`src/rtl/gray_ptr_pkg.sv`:
```
// Shared constants and width-generic Gray/binary conversion helpers for the
// Gray pointer synchroniser.
package gray_ptr_pkg;

  localparam int MIN_STAGES    = 2;
  localparam int MAX_STAGES    = 4;
  localparam int MAX_PTR_WIDTH = 32;
  // Arming counter must reach MAX_STAGES+1.
  localparam int ARM_CNT_WIDTH = $clog2(MAX_STAGES + 2);

  // Narrower pointers are zero-extended by the caller; leading zeros leave the
  // low bits of either conversion unchanged.
  function automatic logic [MAX_PTR_WIDTH-1:0] gray2bin(input logic [MAX_PTR_WIDTH-1:0] g);
    logic [MAX_PTR_WIDTH-1:0] b;
    b[MAX_PTR_WIDTH-1] = g[MAX_PTR_WIDTH-1];
    for (int i = MAX_PTR_WIDTH - 2; i >= 0; i--) begin
      b[i] = b[i+1] ^ g[i];
    end
    return b;
  endfunction

  function automatic logic [MAX_PTR_WIDTH-1:0] bin2gray(input logic [MAX_PTR_WIDTH-1:0] b);
    return b ^ (b >> 1);
  endfunction

endpackage

```
`src/rtl/gray_ptr_sync_if.sv`:
```
// Pointer bus between the async-FIFO source logic (master) and the
// destination-domain Gray pointer synchroniser (slave).
interface gray_ptr_sync_if #(
  parameter int PTR_WIDTH = 8
);

  logic [PTR_WIDTH-1:0] gray_in;
  logic                 err_clr;
  logic [PTR_WIDTH-1:0] gray_out;
  logic [PTR_WIDTH-1:0] bin_out;
  logic                 ptr_adv;
  logic [PTR_WIDTH-1:0] adv_cnt;
  logic                 err_step;

  modport master (
    output gray_in, err_clr,
    input  gray_out, bin_out, ptr_adv, adv_cnt, err_step
  );

  modport slave (
    input  gray_in, err_clr,
    output gray_out, bin_out, ptr_adv, adv_cnt, err_step
  );

endinterface

```
`src/rtl/gray_ptr_sync_stages.sv`:
```
// Plain N-flop synchroniser chain; the first flop samples an asynchronous bus,
// so nothing may sit between stages.
module sync_stages #(
  parameter int WIDTH  = 8,
  parameter int STAGES = 2
) (
  input  logic             clk,
  input  logic             rst,
  input  logic [WIDTH-1:0] d,
  output logic [WIDTH-1:0] q
);

  logic [STAGES-1:0][WIDTH-1:0] s;

  // NOTE: sequential state uses non-blocking assignments so every stage samples
  // its predecessor's pre-edge value; the whole array is reset because these
  // are discrete flops, not a RAM, and must start from a known Gray 0.
  always_ff @(posedge clk or posedge rst) begin
    if (rst) begin
      s <= '0;
    end else begin
      s <= {s[STAGES-2:0], d};
    end
  end

  assign q = s[STAGES-1];

endmodule

```
`src/rtl/gray_ptr_sync.sv`:
```
// Gray pointer CDC synchroniser with registered Gray-to-binary conversion and
// advance reporting. Define GRAY_SYNC_CHECK_EN to add the sticky step checker.
module gray_ptr_sync
  import gray_ptr_pkg::*;
#(
  parameter int ADDR_WIDTH = 7,
  parameter int STAGES     = 2,
  parameter int MAX_STEP   = 2 ** ADDR_WIDTH
) (
  input logic            clk,
  input logic            rst,
  gray_ptr_sync_if.slave bus
);

  localparam int PTR_WIDTH = ADDR_WIDTH + 1;

  if (STAGES < MIN_STAGES || STAGES > MAX_STAGES) begin : g_bad_stages
    $error("gray_ptr_sync: STAGES must be in 2..4");
  end

  logic [PTR_WIDTH-1:0] gray_q;
  logic [PTR_WIDTH-1:0] nxt_bin;
  logic [PTR_WIDTH-1:0] delta;
  logic [PTR_WIDTH-1:0] bin_q;
  logic [PTR_WIDTH-1:0] adv_cnt_q;
  logic                 ptr_adv_q;

  sync_stages #(
    .WIDTH (PTR_WIDTH),
    .STAGES(STAGES)
  ) u_sync (
    .clk(clk),
    .rst(rst),
    .d  (bus.gray_in),
    .q  (gray_q)
  );

  assign nxt_bin = PTR_WIDTH'(gray2bin(MAX_PTR_WIDTH'(gray_q)));
  // Modular subtraction makes the wrap from all-ones to zero a step of one.
  assign delta   = nxt_bin - bin_q;

  always_ff @(posedge clk or posedge rst) begin
    if (rst) begin
      bin_q     <= '0;
      ptr_adv_q <= 1'b0;
      adv_cnt_q <= '0;
    end else begin
      bin_q     <= nxt_bin;
      ptr_adv_q <= (delta != '0);
      adv_cnt_q <= delta;
    end
  end

`ifdef GRAY_SYNC_CHECK_EN
  localparam logic [PTR_WIDTH:0]     MAX_STEP_W = (PTR_WIDTH + 1)'(MAX_STEP);
  localparam logic [ARM_CNT_WIDTH-1:0] ARM_TERM = ARM_CNT_WIDTH'(STAGES + 1);

  logic [ARM_CNT_WIDTH-1:0] arm_cnt;
  logic                     armed;
  logic                     err_q;

  // The chain still holds reset zeros while filling; the first real sample can
  // legitimately look like a huge jump from 0, so the check waits it out.
  assign armed = (arm_cnt == ARM_TERM);

  always_ff @(posedge clk or posedge rst) begin
    if (rst) begin
      arm_cnt <= '0;
      err_q   <= 1'b0;
    end else begin
      if (!armed) begin
        arm_cnt <= arm_cnt + 1'b1;
      end
      if (armed && ({1'b0, delta} > MAX_STEP_W)) begin
        err_q <= 1'b1;
      end else if (bus.err_clr) begin
        err_q <= 1'b0;
      end
    end
  end

  assign bus.err_step = err_q;
`else
  logic unused_err_clr;
  assign unused_err_clr = bus.err_clr;
  assign bus.err_step   = 1'b0;
`endif

  assign bus.gray_out = gray_q;
  assign bus.bin_out  = bin_q;
  assign bus.ptr_adv  = ptr_adv_q;
  assign bus.adv_cnt  = adv_cnt_q;

endmodule

```
`src/flat_wrapper.sv`:
```
// flat-port wrapper written by rule: the top's interface ports become plain ports
module gray_ptr_sync_flat import gray_ptr_pkg::*;
#(
  parameter int ADDR_WIDTH = 7,
  parameter int STAGES     = 2,
  parameter int MAX_STEP   = 2 ** ADDR_WIDTH
)
  (clk, rst, bus_gray_in, bus_err_clr, bus_gray_out, bus_bin_out, bus_ptr_adv, bus_adv_cnt, bus_err_step);
  gray_ptr_sync_if #(.PTR_WIDTH(8)) bus_i ();
  input logic clk;
  input logic rst;
  input wire logic [$bits(bus_i.gray_in)-1:0] bus_gray_in;
  input wire logic [$bits(bus_i.err_clr)-1:0] bus_err_clr;
  output wire logic [$bits(bus_i.gray_out)-1:0] bus_gray_out;
  output wire logic [$bits(bus_i.bin_out)-1:0] bus_bin_out;
  output wire logic [$bits(bus_i.ptr_adv)-1:0] bus_ptr_adv;
  output wire logic [$bits(bus_i.adv_cnt)-1:0] bus_adv_cnt;
  output wire logic [$bits(bus_i.err_step)-1:0] bus_err_step;
  assign bus_i.gray_in = bus_gray_in;
  assign bus_i.err_clr = bus_err_clr;
  assign bus_gray_out = bus_i.gray_out;
  assign bus_bin_out = bus_i.bin_out;
  assign bus_ptr_adv = bus_i.ptr_adv;
  assign bus_adv_cnt = bus_i.adv_cnt;
  assign bus_err_step = bus_i.err_step;
  gray_ptr_sync #(.ADDR_WIDTH(ADDR_WIDTH), .STAGES(STAGES), .MAX_STEP(MAX_STEP)) u_core (.clk(clk), .rst(rst), .bus(bus_i));
endmodule
```
`config.mk`:
```
export PLATFORM = sky130hd
export DESIGN_NAME = gray_ptr_sync_flat
export DESIGN_NICKNAME = d
export VERILOG_FILES = /design/src/rtl/gray_ptr_pkg.sv /design/src/rtl/gray_ptr_sync_if.sv /design/src/rtl/gray_ptr_sync_stages.sv /design/src/rtl/gray_ptr_sync.sv /design/src/flat_wrapper.sv
export SDC_FILE = /design/constraint.sdc
export NUM_CORES = 1
export LEC_CHECK = 0
export CORE_UTILIZATION = 45
export DETAILED_ROUTE_END_ITERATION = 7
export GPL_TIMING_DRIVEN = 1
export HOLD_SLACK_MARGIN = 0.03
export PLACE_DENSITY_LB_ADDON = 0.15
export SLEW_MARGIN = 20
export SYNTH_ARGS = -nofsm -noshare
export SYNTH_HDL_FRONTEND = slang
export SYNTH_SLANG_ARGS = --single-unit
```
`constraint.sdc`:
```
create_clock -name clk -period 8.2 [get_ports clk]
set_clock_uncertainty 0.2 [all_clocks]
set_input_delay 1.64 -clock clk [delete_from_list [all_inputs] [get_ports clk]]
set_output_delay 1.64 -clock clk [all_outputs]
set_load 0.02 [all_outputs]
```
==> metrics.md <==
| Metric | Value |
|---|---|
| Setup TNS | 0 ns |
| Pwr Density | 312 nW/um2 |
| Family with the most delay on the worst path | XOR/XNOR gates |
| Switch Pwr | 206 uW |
| Internal power | 351 uW |
| Diode count | 0 |
| Initial Util | 49.5% |
| Setup WS post-layout | 4.91 ns |
| Gate power share | 46.9% |
| Fmax | 0.304 GHz |
| Top-level I/O count | 37 |
| Fin nets | 162 |
| Die Ht | 58.0 um |
| CTS Buf Count | 5 |
| Class of the worst hold path | reg -> reg |
| Syn Nets | 129 |
| Hpwl dp | 1610 um |
| Pre-antenna DRT Iters | 7 |
| Minimum clock period | 3.29 ns |
| CTS max path bufs | 2 |
| CP max stage cell | dfrtp_1 |
| Final worst path period share | 40.2% |
| RePlAce Congestion | 0.734 |
| Synth cell types | 27 |
| Synth Area in Compound Gates | 8.24% |
| WP data required | 8.27 ns |
| Total track usage | 15.3% |
| Max-slew violations | 0 |
| Max-Cap Viols | 0 |
| Synth Area in Simple Gates | 6.47% |
| Fin Hold WS | 0.157 ns |
| Wire per inst | 12.4 um |
| Number of H-tree levels | 2 |
| CTS tree | yes |
| Largest net degree at the start of global routing | 34 |
| Largest family of logic cells by synthesized area | XOR/XNOR gates |
| CP Max Fanout | 4 |
| Setup Fix Bufs, Post-CTS | 0 |
| Leakage power | 0.801 nW |
| Seq pwr share | 37.7% |
| XOR/XNOR share of the synthesized area | 10.7% |
| Core footprint | 2850 um2 |
| Final Hold Violating Endpoints | 0 |
| Hold Buf Count CTS | 0 |
| Mux cell area share after synthesis | 0% |
| Drt total wl | 2160 um |
| Die W | 58.0 um |
| Rows | 19 |
| Setup WS pre-CTS | 4.90 ns |
| Mapped Cells | 110 |
| Worst skew pair latency | 0.33 ns |
| DR vias | 853 |
| Via density | 4.87 |
| Crit path kind | reg -> reg |
| Buf/Inv on CP | 0 |
| Status | finished, violations left |
| Worst setup SP type | flip-flop |
| Failing checks | DRC |
| Share of post-route cells with drive strength above 1 | 9.72% |
| Setup violators final | 0 |
| Sw frac | 37.0% |
| Port bufs | 34 |
| Crit path capture type | flip-flop |
| Register area share after synthesis | 58.5% |
| Vias in the first global route | 878 |
| Initial antenna violation count | 0 |
| Synth Register Bits | 33 |
| Grt ovf | 0 |
| Area delta synth->final | 26.5% |
| Unrepaired setup endpoints after global routing | no |
| Initial DRC Count | 7 |
| First-pass GRT wire length | 3680 um |
| CP Cell Sequence | xor2_2 -> xnor2_2 -> xnor2_2 -> xnor2_2 -> xor2_1 -> ha_1 -> fa_1 -> nor2b_1 -> o31a_1 -> or4_1 -> nand3_1 -> nand4bb_1 |
| Cell Area, Synth | 1410 um2 |
| CP most frequent cell | xnor2_2 |
| Residual DRC | 1 |
| Die area | 3370 um2 |
| Post_cts resized | 0 |
| Clock share of power | 15.4% |
| Syn avg cell area | 12.8 um2 |
| VDD IR max | 0.149 mV |
| CP peak stage delay | 0.45 ns |
| WP data arrival | 3.36 ns |
| Worst-path clk slew | 0.10 ns |
| Clock Sinks | 33 |
| Clock Tree Root | clkbuf_4 |
| Adder and majority gate portion of the synthesized area | 7.62% |
| Antenna-violating nets left | 0 |
| Yosys Warn Count | 0 |
-- synthesized netlist by cell type --
cell type / number / share of area, %
a2111o_1: 1 / 0.80
a211oi_1: 1 / 0.53
a21oi_1: 4 / 1.4
and3b_1: 1 / 0.62
buf_4: 9 / 4.8
conb_1: 1 / 0.27
dfrtp_1: 33 / 58
fa_1: 1 / 1.4
ha_1: 7 / 6.2
inv_1: 13 / 3.5
nand2_1: 1 / 0.27
nand3_1: 1 / 0.35
nand4bb_1: 1 / 0.80
nor2_1: 4 / 1.1
nor2b_1: 4 / 1.8
nor3_1: 3 / 1.1
o211ai_1: 2 / 1.1
o21a_1: 2 / 1.1
o21ai_0: 3 / 1.1
o22ai_1: 1 / 0.44
o311ai_0: 1 / 0.62
o31a_1: 2 / 1.2
or4_1: 1 / 0.53
xnor2_1: 6 / 3.7
xnor2_2: 3 / 3.5
xor2_1: 2 / 1.2
xor2_2: 2 / 2.3
-- cells by family after synthesis --
| group | after synthesis |
|---|---|
| AND/OR/NAND/NOR | 16 |
| other | 1 |
| XOR/XNOR | 13 |
| AO/OA/AOI/OAI | 17 |
| flip-flops | 33 |
| buffers and inverters | 22 |
| adder cells (fa/ha/maj) | 8 |
-- per-layer routing --
metal,vias to the layer above,GRT usage (%),wire [um]
met2,31,27.3,1160
met1,396,15.8,854
met4,0,6.12,30
met5,-,0,0
met3,6,6.25,115
li1,420,-,-
-- through the flow --
stage,cells,area (um2),power (mW),util [%]
final,175,1790,0.557,62.6
after global routing,175,1790,0.599,62.6
after CTS,175,1790,0.563,62.6
after detailed placement,167,1730,0.473,60.7
after global placement,167,1730,0.466,60.7
after floorplan,110,1410,0.383,-
-- area by class of cell --
type,instances,area (um2)
repair buffers,35,348
clock inverters,3,17.5
clock buffers,5,37.5
well taps,31,38.8
fillers,224,1070
inverters,13,48.8
flip-flops and latches,33,826
multi-input cells,55,470
-- flip-flops by register name, indices dropped and copies added (netlist names) --
name and flops:
u_core.u_sync.q 8, u_core.bus.bin_out 8, u_core.u_sync.s 8, u_core.bus.adv_cnt 8
u_core.bus.ptr_adv 1
-- placed cells by master (no fill, tap or decap), types with 2 or more instances in the layout --
cell / n
a21oi_1: 4
clkbuf_4: 5
clkdlybuf4s50_1: 34
clkinv_2: 2
dfrtp_1: 33
ha_1: 7
inv_1: 13
nor2_1: 4
nor2b_1: 4
nor3_1: 3
o211ai_1: 2
o21a_1: 2
o21ai_0: 3
o31a_1: 2
xnor2_1: 6
xnor2_2: 3
xor2_1: 2
xor2_2: 2
-- power groups by stage --
stage	Clock, mW	Sequential [mW]	Combinational, mW
finish	0.0859	0.210	0.262
CTS	0.0902	0.211	0.262
floorplan	0	0.252	0.131
detailed placement	0	0.214	0.259
global route	0.0968	0.214	0.288
global placement	0	0.213	0.253
-- worst paths after layout --
| check | from | to | slack (ns) | depth (start not counted) |
|---|---|---|---|---|
| min reg2reg | u_core.u_sync.s[0]$_DFF_PP0_ | u_core.u_sync.q[0]$_DFF_PP0_ | 0.16 | 0 |
| min | u_core.u_sync.s[0]$_DFF_PP0_ | u_core.u_sync.q[0]$_DFF_PP0_ | 0.16 | 0 |
| max in group asynchronous | rst | u_core.u_sync.q[5]$_DFF_PP0_ | 6.02 | 3 |
| max reg2reg | u_core.u_sync.q[7]$_DFF_PP0_ | u_core.bus.ptr_adv$_DFF_PP0_ | 4.91 | 12 |
| min in group asynchronous | rst | u_core.u_sync.q[4]$_DFF_PP0_ | 1.50 | 3 |
| max | u_core.u_sync.q[7]$_DFF_PP0_ | u_core.bus.ptr_adv$_DFF_PP0_ | 4.91 | 12 |
No activity file was read; power rests on OpenSTA's default activity.
